==> src/rtl/tdm_pkg.sv <==
// tdm_pkg: shared FSM state type and default frame geometry for the TDM demultiplexer
package tdm_pkg;
  typedef enum logic {HUNT, LOCKED} state_t;
  localparam int NUM_CH_DEF = 2;
  localparam int DATA_W_DEF = 1;
endpackage

==> src/rtl/tdm_slot_counter.sv <==
// tdm_slot_counter: slot index that wraps after NUM_CH-1 and loads 1 on frame start; in clk/rst/load_i/inc_i, out cnt_o
module tdm_slot_counter #(
  parameter int NUM_CH = 2
) (
  input  logic                      clk,
  input  logic                      rst,
  input  logic                      load_i,
  input  logic                      inc_i,
  output logic [$clog2(NUM_CH)-1:0] cnt_o
);
  localparam int CW = $clog2(NUM_CH);
  localparam logic [CW-1:0] LAST = CW'(NUM_CH - 1);
  logic [CW-1:0] cnt_q;
  always_ff @(posedge clk)
    if (rst) cnt_q <= '0;
    else if (load_i) cnt_q <= CW'(1);
    else if (inc_i) cnt_q <= cnt_q == LAST ? '0 : cnt_q + CW'(1);
  assign cnt_o = cnt_q;
endmodule

==> src/rtl/tdm_demux.sv <==
// tdm_demux: frame-locking TDM demultiplexer; in clk/rst/en/sync/din, out dout (channel k at [k*DATA_W +: DATA_W])/frame_valid/locked/sync_err
module tdm_demux
  import tdm_pkg::*;
#(
  parameter int NUM_CH = NUM_CH_DEF,
  parameter int DATA_W = DATA_W_DEF
) (
  input  logic                     clk,
  input  logic                     rst,
  input  logic                     en,
  input  logic                     sync,
  input  logic [DATA_W-1:0]        din,
  output logic [NUM_CH*DATA_W-1:0] dout,
  output logic                     frame_valid,
  output logic                     locked,
  output logic                     sync_err
);
  localparam int CW = $clog2(NUM_CH);
  localparam logic [CW-1:0] LAST = CW'(NUM_CH - 1);
  state_t state_q;
  logic [CW-1:0] cnt;
  logic [NUM_CH*DATA_W-1:0] shadow_q, shadow_d, dout_q;
  logic fv_q, err_q, hunt, zero, start, early, data, miss, last;
  always_comb begin
    hunt = state_q == HUNT;
    zero = cnt == '0;
    start = en & sync & (hunt | zero);
    early = en & sync & !hunt & !zero;
    data = en & !sync & !hunt & !zero;
    miss = en & !sync & !hunt & zero;
    last = data & (cnt == LAST);
    shadow_d = shadow_q;
    if (start | early) shadow_d[0 +: DATA_W] = din;
    else if (data) shadow_d[int'(cnt)*DATA_W +: DATA_W] = din;
  end
  tdm_slot_counter #(.NUM_CH(NUM_CH)) u_cnt (
    .clk    (clk),
    .rst    (rst),
    .load_i (start | early),
    .inc_i  (data),
    .cnt_o  (cnt)
  );
  always_ff @(posedge clk)
    if (rst) begin
      state_q  <= HUNT;
      shadow_q <= '0;
      dout_q   <= '0;
      fv_q     <= 1'b0;
      err_q    <= 1'b0;
    end else begin
      state_q  <= start ? LOCKED : miss ? HUNT : state_q;
      shadow_q <= shadow_d;
      dout_q   <= last ? shadow_d : dout_q;
      fv_q     <= last;
      err_q    <= early | miss;
    end
  assign dout        = dout_q;
  assign frame_valid = fv_q;
  assign locked      = state_q == LOCKED;
  assign sync_err    = err_q;
endmodule

==> config.mk <==
export PLATFORM = sky130hd
export DESIGN_NAME = tdm_demux
export DESIGN_NICKNAME = d
export VERILOG_FILES = /design/src/rtl/tdm_pkg.sv /design/src/rtl/tdm_slot_counter.sv /design/src/rtl/tdm_demux.sv
export SDC_FILE = /design/constraint.sdc
export NUM_CORES = 1
export LEC_CHECK = 0
export CAP_MARGIN = 20
export CORE_AREA = 2 2 39 41
export DETAILED_ROUTE_END_ITERATION = 12
export DIE_AREA = 0 0 41 43
export GPL_ROUTABILITY_DRIVEN = 0
export PLACE_DENSITY = 0.5
export SYNTH_ARGS = -nofsm -noshare
export SYNTH_HDL_FRONTEND = slang
export SYNTH_SLANG_ARGS = --single-unit
==> constraint.sdc <==
create_clock -name clk -period 2.5 [get_ports clk]
set_clock_uncertainty 0.2 [all_clocks]
set_input_delay 0.75 -clock clk [delete_from_list [all_inputs] [get_ports clk]]
set_output_delay 0.75 -clock clk [all_outputs]
set_load 0.1 [all_outputs]
==> results.cfg <==
[worst_setup_path]
cp-end-kind = primary output
slowest_stage = dfxtp_1
worstPathMaxFanout = 4
worstPathRequired_ps = 1550
crit_path_max_incr_delay_ps = 460
crit_type = reg2out
path_depth = 1
critPathBufInv = 1
cp_top_family = flip-flops
arrival_ps = 920
cp_cell_sequence = buf_12
ff2ff_path_depth = 3
start_kind = register

[clock_tree]
htreeDepth = 1
postCtsSetupBuffers = 0
cts_tree = built
cts-root-buf = clkbuf_4
cts.sinks = 7
insertion_delay_ps = 250
cts_resized = 0
postCtsHoldBufs = 0
clkTransAtPathRegs_ps = 50
cts_buffer_depth = 2
cts-buffers-inserted = 3

[layout]
layout-drive-gt1-share_pct = 23.7
fin_area_sq_um = 389
nets = 44
n_antenna_cell = 0
fin_util_pct = 28.1
syn_to_final_growth_pct = 51.7

[floorplan]
die_area_sq_um = 1760
die_x_um = 41
start_util_pct = 18.5
core-area_sq_um = 1380
fp.dieH_um = 43
ios = 10
num_rows = 14

[global_routing]
grt_pass1_wl_um = 828
first_global_vias = 194
antenna_found_initial = 0
grtUsageTotal_pct = 7.85
grt_max_degree = 8
grt_overflow_total = 0

[sta]
clock.fmax_mhz = 535
hold_viol_final = 0
rsz0062_at_grt = no
max_slew_margin_pct = 81.5
drv_slew = 0
finalSetupViolCount = 0
fin_crit_ps = 1870
worstMarginPinSlew_ps = 279
period_share_pct = 74.8
tns_ps = 0

[synth]
synth_seq_area_share_pct = 54.6
yosysWarnings = 0
synth_fa_ha_area_share_pct = 0
synth_xor_area_share_pct = 3.41
synth_area_sq_um = 256
synthFlopType = dfxtp_1
synthTopCellsByCount = dfxtp_1 (7), nand2_1 (4), a21oi_1 (3), nor2_1 (3), mux2i_1 (2)
synth_compound_area_share_pct = 7.80
syn_nets = 31
async_flop_share_pct = 0
synth_top_family_by_area = simple AND/OR/NAND/NOR gates
ys_ff_latch = 7
synthDominantCellAreaShare_pct = 54.6
synth_cell_type_count = 12
synthTopCellsByArea = dfxtp_1 (55%), nand4b_4 (9.3%), mux2i_1 (7.8%)
syn-mean-instance-area_sq_um = 9.87
yosysMostFrequentCell = dfxtp_1
synth-edff-count = 0
synthMuxAreaShare_pct = 7.80
synth-simple-area-share_pct = 23.4
synth.largest_area_cell = dfxtp_1
syn_inst = 26

[worst_hold_path]
whs_path_depth = 2
hold_path_class = reg2reg

[placement]
dp_hpwl_um = 343
numPortBuffers = 9
place_area_sq_um = 363

[run]
maxCapViolCount = 0

[routing]
wl_um = 462
drt_pre_antenna_iters = 1
drc = 0
post_drt_wl_per_cell_um = 8.56
drtAntennaViolNets = 0
viasPerCell = 3.83
vias = 207
dr.first_iter.drc_count = 0

[power]
fin_total_pwr_uw = 252
leakage_uw = 0.000196
ir_worst_vdd_mv = 0.347
power_density_nw_per_um2 = 648

[outcome]
status = completed
kinds of logic after synthesis:
kind of cell / Yosys count
AO/OA/AOI/OAI: 4
XOR/XNOR: 1
buffers and inverters: 2
flip-flops: 7
multiplexers: 2
AND/OR/NAND/NOR: 10
power breakdown:
part	internal (uW)	leakage (uW)	switching (uW)
Clock	60.9	0.0000150	41.5
Combinational	13.2	0.000124	17.6
Sequential	115	0.0000570	4.04
cells in the final DEF (no fill, tap or decap):
cell type / n
nor2_1: 3
clkbuf_1: 1
buf_12: 1
inv_1: 1
dfxtp_1: 7
clkbuf_4: 3
clkdlybuf4s50_1: 4
buf_4: 4
nand2_1: 4
xor2_1: 1
nor3_1: 1
mux2i_1: 2
nand3_1: 1
nand4b_4: 1
a21oi_1: 3
o21ai_0: 1
metrics by stage:
step / worst slack, ps / hold WS (ps) / cells
final: 630 / 255 / 54
after global routing: 573 / 286 / 54
after CTS: 618 / 256 / 54
after detailed placement: 464 / 249 / 50
after global placement: 477 / 248 / 50
after floorplan: 556 / 236 / 26
sequential cells by signal, indices dropped and copies added, names as in the netlist:
register,count
locked,1
frame_valid,1
sync_err,1
shadow_q,1
dout,2
u_cnt.cnt_o,1
tightest hold or removal path, cell delays in order, from the launching register on:
cell and delay [ps]:
dfxtp_1 300, nand2_1 50, a21oi_1 50
worst paths after layout:
path | endpoint | slack (ps) | startpoint
min | shadow_q[0] | 260 | shadow_q[0]
max | locked | 630 | locked
min reg2reg | shadow_q[0] | 260 | shadow_q[0]
max reg2reg | dout[0] | 1360 | locked
per-layer routing:
| metal | vias up | track usage [%] | wire length (um) |
|---|---|---|---|
| met3 | 0 | 9.42 | 67 |
| met2 | 11 | 8.75 | 182 |
| met1 | 86 | 8.41 | 213 |
| met4 | 0 | 4.00 | 0 |
| met5 | - | 0 | 0 |
| li1 | 110 | - | - |
final cells by class:
cell class,count,area [sq um]
clock buffers,4,26.3
fillers,150,995
inverters,1,3.75
multi-input cells,17,109
flip-flops and latches,7,140
well taps,16,20.0
repair buffers,9,90.1
(Power assumes the default switching activity.)
